**config.mk**
```make
export PLATFORM = sky130hd
export DESIGN_NAME = silife_grid_sync_master
export DESIGN_NICKNAME = d
export VERILOG_FILES = /design/src/rtl/silife_grid_sync_master.sv
export SDC_FILE = /design/constraint.sdc
export NUM_CORES = 1
export LEC_CHECK = 0
export ABC_AREA = 1
export CORE_UTILIZATION = 48
export DETAILED_ROUTE_END_ITERATION = 8
export HOLD_SLACK_MARGIN = 0.1
export PLACE_DENSITY = 0.7
export SETUP_SLACK_MARGIN = 0.2
export SYNTH_ARGS = -nofsm -noshare
export SYNTH_HDL_FRONTEND = slang
export SYNTH_SLANG_ARGS = --single-unit
export TNS_END_PERCENT = 30
```
**constraint.sdc**
```tcl
create_clock -name clk -period 4.4 [get_ports clk]
set_input_delay 0.88 -clock clk [delete_from_list [all_inputs] [get_ports clk]]
set_output_delay 0.88 -clock clk [all_outputs]
set_load 0.01 [all_outputs]
```
**src/rtl/silife_grid_sync_master.sv**
```systemverilog
// silife_grid_sync_master: link-master side of the inter-chip edge exchange.
// Shifts local edge cells and corner out LSB first and captures the neighbour's.
module silife_grid_sync_master #(
  parameter int WIDTH       = 32,
  parameter int HALF_PERIOD = 4
) (
  input  logic             clk,
  input  logic             reset,
  input  logic             i_start,
  output logic             o_busy,
  output logic             o_done,
  input  logic [WIDTH-1:0] i_cells,
  input  logic             i_corner,
  output logic [WIDTH-1:0] o_cells,
  output logic             o_corner,
  output logic             o_sync_clk,
  output logic             o_sync_active,
  output logic             o_sync_out,
  input  logic             i_sync_in
);
  localparam int KW = $clog2(WIDTH) + 1;
  localparam int PW = $clog2(HALF_PERIOD);

  if (HALF_PERIOD < 4) begin : g_hp_chk
    $error("HALF_PERIOD must be at least 4");
  end
  if (WIDTH < 2 || (WIDTH & (WIDTH - 1)) != 0) begin : g_w_chk
    $error("WIDTH must be a power of two and at least 2");
  end

  typedef enum logic [2:0] {IDLE, SETUP, LOW, HIGH, HOLD, FINISH} state_t;

  state_t        state_q, state_d;
  logic [PW-1:0] ph_q, ph_d;
  logic [KW-1:0] k_q, k_d, k_nx;
  logic [WIDTH:0] tx_q, tx_d, rx_q, rx_d, res_q, res_d;
  logic [1:0]    sync_q, sync_d;
  logic          busy_q, busy_d, done_q, done_d;
  logic          sclk_q, sclk_d, act_q, act_d, sout_q, sout_d;
  logic          ph_end, last;

  assign ph_end = ph_q == PW'(HALF_PERIOD - 1);
  assign last   = k_q == KW'(WIDTH);
  assign k_nx   = k_q + 1'b1;
  assign sync_d = {sync_q[0], i_sync_in};

  // Link outputs are registered and change on the edge that enters each phase.
  always_comb begin
    state_d = state_q;
    ph_d    = ph_end ? '0 : ph_q + 1'b1;
    k_d     = k_q;
    tx_d    = tx_q;
    rx_d    = rx_q;
    res_d   = res_q;
    busy_d  = busy_q;
    done_d  = 1'b0;
    sclk_d  = sclk_q;
    act_d   = act_q;
    sout_d  = sout_q;
    case (state_q)
      IDLE: begin
        ph_d = '0;
        if (i_start) begin
          state_d = SETUP;
          tx_d    = {i_corner, i_cells};
          k_d     = '0;
          busy_d  = 1'b1;
          act_d   = 1'b1;
          sclk_d  = 1'b1;
          sout_d  = 1'b0;
        end
      end
      SETUP: if (ph_end) begin
        state_d = LOW;
        sclk_d  = 1'b0;
        sout_d  = tx_q[k_q];
      end
      LOW: if (ph_end) begin
        state_d   = HIGH;
        sclk_d    = 1'b1;
        rx_d[k_q] = sync_q[1];
      end
      HIGH: if (ph_end) begin
        if (last) state_d = HOLD;
        else begin
          state_d = LOW;
          k_d     = k_nx;
          sclk_d  = 1'b0;
          sout_d  = tx_q[k_nx];
        end
      end
      HOLD: if (ph_end) begin
        state_d = FINISH;
        busy_d  = 1'b0;
        done_d  = 1'b1;
        act_d   = 1'b0;
        sclk_d  = 1'b0;
        sout_d  = 1'b0;
        res_d   = rx_q;
      end
      FINISH: begin
        state_d = IDLE;
        ph_d    = '0;
      end
      default: state_d = IDLE;
    endcase
  end

  always_ff @(posedge clk or posedge reset) begin
    if (reset) begin
      state_q <= IDLE;
      ph_q    <= '0;
      k_q     <= '0;
      tx_q    <= '0;
      rx_q    <= '0;
      res_q   <= '0;
      sync_q  <= '0;
      busy_q  <= 1'b0;
      done_q  <= 1'b0;
      sclk_q  <= 1'b0;
      act_q   <= 1'b0;
      sout_q  <= 1'b0;
    end else begin
      state_q <= state_d;
      ph_q    <= ph_d;
      k_q     <= k_d;
      tx_q    <= tx_d;
      rx_q    <= rx_d;
      res_q   <= res_d;
      sync_q  <= sync_d;
      busy_q  <= busy_d;
      done_q  <= done_d;
      sclk_q  <= sclk_d;
      act_q   <= act_d;
      sout_q  <= sout_d;
    end
  end

  assign o_busy        = busy_q;
  assign o_done        = done_q;
  assign o_cells       = res_q[WIDTH-1:0];
  assign o_corner      = res_q[WIDTH];
  assign o_sync_clk    = sclk_q;
  assign o_sync_active = act_q;
  assign o_sync_out    = sout_q;
endmodule

```
== Yosys cells after proc, flatten, opt, wreduce, memory -nomap -nowiden ==
Index checks and enable logic that the tools add are counted.

* Word-level logic and storage cells: 80
* Input port bits: 37
* Register bits after elaboration: 116
* Output and inout port bits: 38

* Add/sub/neg operators: 2
* Mux-type cells: 34
* Eq/ne operators: 14
* Reductions and logical operators: 16
* $lt $le $gt $ge: 3

{| class="wikitable"
|+ Operator list
! operator !! number
|-
| $bwmux 33 || 1
|-
| $mux 3 || 6
|-
| $mux 6 || 3
|-
| $pmux 3 s5 || 1
|-
| $lt 6x7->1 const B || 2
|-
| $mux 1 || 14
|-
| $bmux 1 s6 || 2
|-
| $ne 2x2->1 const B || 6
|-
| $pmux 6 s2 || 1
|-
| $reduce_and 6->1 || 2
|-
| $pmux 1 s4 || 2
|-
| $reduce_bool 4->1 || 2
|-
| $add 6x1->6 const B || 1
|-
| $demux 1 s6 || 1
|-
| $eq 3x2->1 const B || 2
|-
| $eq 3x3->1 const B || 2
|-
| $eq 6x6->1 const B || 1
|-
| $ge 6x1->1 const B || 1
|-
| $reduce_and 2->1 || 3
|-
| $reduce_and 5->1 || 1
|-
| $mux 2 || 2
|-
| $reduce_and 4->1 || 1
|-
| $reduce_bool 2->1 || 2
|-
| $reduce_or 2->1 || 2
|-
| 8 further kinds || 8
|}

== Depth between registers and ports, before layout ==
* Word-level depth: 6
* Depth in mapped cells: 16
* Depth with buffers taken out: 13

== Worst setup path before layout ==
OpenSTA, ideal clock, no wires.

* Kind: register to register
* Start point: register k_q[0]
* End point: register sout_q, in the netlist o_sync_out
* Setup time: 0.117 ns
* Period minus slack after synthesis: 2.039 ns
* Cell stages (with the launch flop): 17
* Data arrival time: 1.923 ns
* Buffers on the path: 3
* Slack: 2.361 ns
* Data required time: 4.283 ns
* Path through: dfrtp_1 inv_2 buf_6 buf_6 ha_1 clkbuf_1 inv_2 nand3_1 nand3_1 nand2_1 nand2_1 nand2_1 nand2_1 nand3_1 nand2_1 nor2_1 nor2_1

* Longest elaborated chain between the ends: 6
* Elaborated cells on any way between the ends: 12
* Classes of those cells: add/sub: 1; eq/ne: 2; mux: 8; reduce/logical: 1

{| class="wikitable"
|+ RTL lines
! what !! RTL line !! source
|-
| from (decl) || 35 || <nowiki>logic [KW-1:0] k_q, k_d, k_nx;</nowiki>
|-
| from (signal assigned) || 126 || <nowiki>k_q <= k_d;</nowiki>
|-
| $add 6x1->6 || 44 || <nowiki>assign k_nx = k_q + 1'b1;</nowiki>
|-
| $bmux 1 s6 || 89 || <nowiki>sout_d = tx_q[k_nx];</nowiki>
|-
| $mux 1 (implied by the code) || 89 ||
|-
| $mux 1 || 84 || <nowiki>if (last) state_d = HOLD;</nowiki>
|-
| $mux 1 || 83 || <nowiki>HIGH: if (ph_end) begin</nowiki>
|-
| $pmux 1 s4 || 60 || <nowiki>case (state_q)</nowiki>
|-
| to (signal assigned) || 135 || <nowiki>sout_q <= sout_d;</nowiki>
|-
| to (decl) || 39 || <nowiki>logic sclk_q, sclk_d, act_q, act_d, sout_q, sout_d;</nowiki>
|}

Several ways; a longest one is shown, not always the timed one. The select of a mux whose other input is x is not followed.
A chain may end at the register's enable or synchronous reset.

== Worst setup path after layout ==
* Start point: register k_q[1]
* End point: register sout_q, in the netlist o_sync_out

The elaborated chain is that of the path after synthesis.

==> impl_metrics.toml <==
[power_and_ir_drop]
power_leakage_nw = 3.41
power.density_nw_per_um2 = 558
max-vdd-ir-drop_mv = 0.270
report.power.total_mw = 3.91

[layout]
non_filler_instance_count_after_layout = 927
finalInstanceArea_um2 = 7010
final_layout_size_suffix_gt1_frac = 0.0906
area.growth.synth_to_final_pct = 24.6
diodes = 0
post-route-util = 0.614
fin_nets = 811

[timing]
max-slew-margin-rel = 0.420
timing.final.crit_share = 0.640
post-route-min-period_ns = 2.82
finClkSkew_ns = 0.00775
worst-slew-pin-transition_ns = 0.870
finalHoldViolations = 0
number_of_endpoints_failing_setup_at_the_final_stage = 0
maxSlewViolCount = 0
worst_hold_slack_ns = 0.354
timing.setup.tns_ns = 0
rsz0062_at_grt = "no"
final_worst_setup_slack_ns = 1.58
max_freq_ghz = 0.355

[synthesis]
ys_seq_elements = 116
yosysWarnings = 0
synth-seq-area-share = 0.516
netlist_instances = 707
syn_area_per_cell_um2 = 7.95
syn_area_um2 = 5620
ys_dominant_reg_cell = "dfrtp_1"
synth_enable_flop_cells = 0
ffs_w_async_s_r_synth = 1.00
synth.distinct_cells = 29
syn-num-nets = 747

[clock_network]
cts_inserted_buffers = 17
cts.hold.buffers_added = 0
root_buffer = "clkbuf_16"
postCtsSetupBuffers = 0
cts.repair.resized = 0
ctsLongestPathBuffers = 2
clkSinkCount = 116
tritoncts = "done"
clock_h_tree_levels = 4
clk-insertion-delay-late_ns = 0.41
clk_pin_slew_worst_setup_hold_paths_ns = 0.06

[worst_setup_path]
timing.critical_path.max_delay_family = "flip-flops"
worst-setup-path-type = "register to register"
cells_on_worst_reg2reg_path = 13
worst-path-max-fanout = 17
slowest_delay_ns = 0.79
timing.critical_path.mode_cell = "nand2_1"
worst-path-buf-inv = 2
critical_path_required_ns = 4.71
critPathArrivalTime_ns = 3.12
crit-reg2reg-launch = "k_q[1]$_DFFE_PP0P_"
critPathSlowestCell = "dfrtp_1"
crit_path_launch_type = "register"
r2r-end = "o_sync_out$_DFFE_PP0P_"
critical_path.cell_chain = "inv_1 > ha_1 > inv_2 > nand3_1 > nand2_1 > nand2_1 > nand3_1 > nand2_1 > nand2_1 > nand3_1 > nand2_1 > nor2_1 > nor2_1"
end_kind = "register"
reg2reg_slack_ns = 1.58

[floorplan]
die-height_um = 110
core_um2 = 11400
num_io_pins = 75
fp.dieW_um = 110
die-area_um2 = 12200
num_rows = 39
initial_utilization = 0.493

[global_route]
globalRouteOverflowTotal = 0
grt_pass1_vias = 4604
grt_pass1_wl_um = 21500
grt_start_max_net_pins = 71
antenna_found_initial = 0
grtUsageTotal = 0.233

[worst_hold_path]
hold_path_sink = "sync_q[1]$_DFF_PP0_"
worst_hold_startpoint = "sync_q[0]$_DFF_PP0_"
worstHoldPathCells = 0
worstHoldPathType = "register to register"

[detailed_routing]
dr_wl_met2_um = 6230
postRouteWirelength_um = 13000
top_layer_used = "met4"
met1_layer_wirelength_in_the_final_routing_um = 5900
drt_drc_violations_left = 0
antenna_left = 0
viasPerCell = 5.23
vias = 4845
starting_drc_count_in_detailed_routing = 423
drt_pre_antenna_iters = 5
drt-wirelength-per-cell_um = 14.0
dr_wl_met3_um = 644

[placement]
place_congestion = 0.917
dpl.hpwl_um = 8810
pre_cts_slack_ns = 1.70
placedCellCount = 895
io_buffers = 74
dpl_cell_area_um2 = 6380

[status]
status = "completed"

[run]
timing.max_cap.violations = 0
[cell usage after synthesis (3+ instances only)]
library cell / count / area, µm²
clkbuf_1: 7 / 26.3
nand2_1: 274 / 1030
nor2_4: 4 / 45.0
nor2_1: 25 / 93.8
nand2_2: 6 / 37.5
nand4_1: 5 / 31.3
buf_6: 5 / 56.3
o211ai_1: 4 / 30.0
a31oi_1: 11 / 68.8
o22ai_1: 5 / 31.3
nor2_2: 3 / 18.8
nand3_1: 49 / 245
inv_2: 10 / 37.5
ha_1: 3 / 37.5
buf_2: 10 / 50.1
o21ai_0: 52 / 260
nor3_2: 7 / 70.1
inv_1: 58 / 218
o21ai_1: 12 / 60.1
a21oi_1: 21 / 105
buf_4: 10 / 75.1
dfrtp_1: 116 / 2900
[power breakdown]
part	total, mW	switching [mW]	internal, mW	leakage (nW)
combinational	1.03	0.687	0.347	1.57
clock	1.47	0.515	0.952	0.297
sequential	1.41	0.136	1.27	1.54
total	3.91	1.34	2.57	3.41
[final cells by class]
type	count	area (µm²)
clock buffer	17	425
clock inverter	15	204
fill	995	4410
inverter	68	258
multi-input combinational	490	2250
sequential	116	2900
tap	143	179
timing repair buffer	78	783
[cells by family (layout without fill, tap and decap cells)]
logic type	after synthesis	after routing	synth area share
adder cells (fa/ha/maj)	3	3	0.00667
AND/OR/NAND/NOR	379	379	0.291
buffers and inverters	101	178	0.0832
AO/OA/AOI/OAI	105	105	0.0988
XOR/XNOR	3	3	0.00467
flip-flops	116	116	0.516
[worst max-delay path by stage]
stage | from | to | cells past startpoint
finish | k_q[1]$_DFFE_PP0P_ | o_sync_out$_DFFE_PP0P_ | 13
global route | k_q[1]$_DFFE_PP0P_ | o_sync_out$_DFFE_PP0P_ | 13
CTS | k_q[1]$_DFFE_PP0P_ | o_sync_out$_DFFE_PP0P_ | 13
detailed placement | k_q[1]$_DFFE_PP0P_ | o_sync_out$_DFFE_PP0P_ | 11
global placement | k_q[1]$_DFFE_PP0P_ | o_sync_out$_DFFE_PP0P_ | 13
floorplan | reset | k_q[0]$_DFFE_PP0P_ | 1
[cells in the final DEF, fill, tap and decap left out, drive strengths merged]
master | Yosys | layout
o211ai | 4 | 4
nand4 | 5 | 5
a31oi | 11 | 11
bufinv | 0 | 4
buf | 25 | 4
clkdlybuf4s50 | 0 | 74
inv | 68 | 72
clkbuf | 8 | 17
xor2 | 2 | 2
a21oi | 21 | 21
xnor2 | 1 | 1
ha | 3 | 3
nor2 | 32 | 32
clkinv | 0 | 3
nand2 | 281 | 281
clkinvlp | 0 | 4
nand3 | 50 | 50
nor3 | 11 | 11
o22ai | 5 | 5
o21ai | 64 | 64
dfrtp | 116 | 116
[flip-flops by register name (all words and copies together), names as in the netlist]
signal	flops
state_q	3
res_q	33
rx_q	33
o_sync_active	1
sync_q	2
o_done	1
tx_q	33
o_sync_clk	1
o_sync_out	1
k_q	6
ph_q	2
[per-layer routing]
layer / global-route usage / vias up
met2: 0.370 / 145
li1: - / 2382
met3: 0.0588 / 21
met5: 0 / -
met1: 0.306 / 2297
met4: 0.0921 / 0
[worst register-to-register path: stages (launching register included)]
cell,delay [ns]
dfrtp_1,0.79
inv_1,0.42
ha_1,0.60
inv_2,0.17
nand3_1,0.12
nand2_1,0.06
nand2_1,0.06
nand3_1,0.09
nand2_1,0.07
nand2_1,0.04
nand3_1,0.09
nand2_1,0.05
nor2_1,0.10
nor2_1,0.05
(Power assumes the default switching activity.)
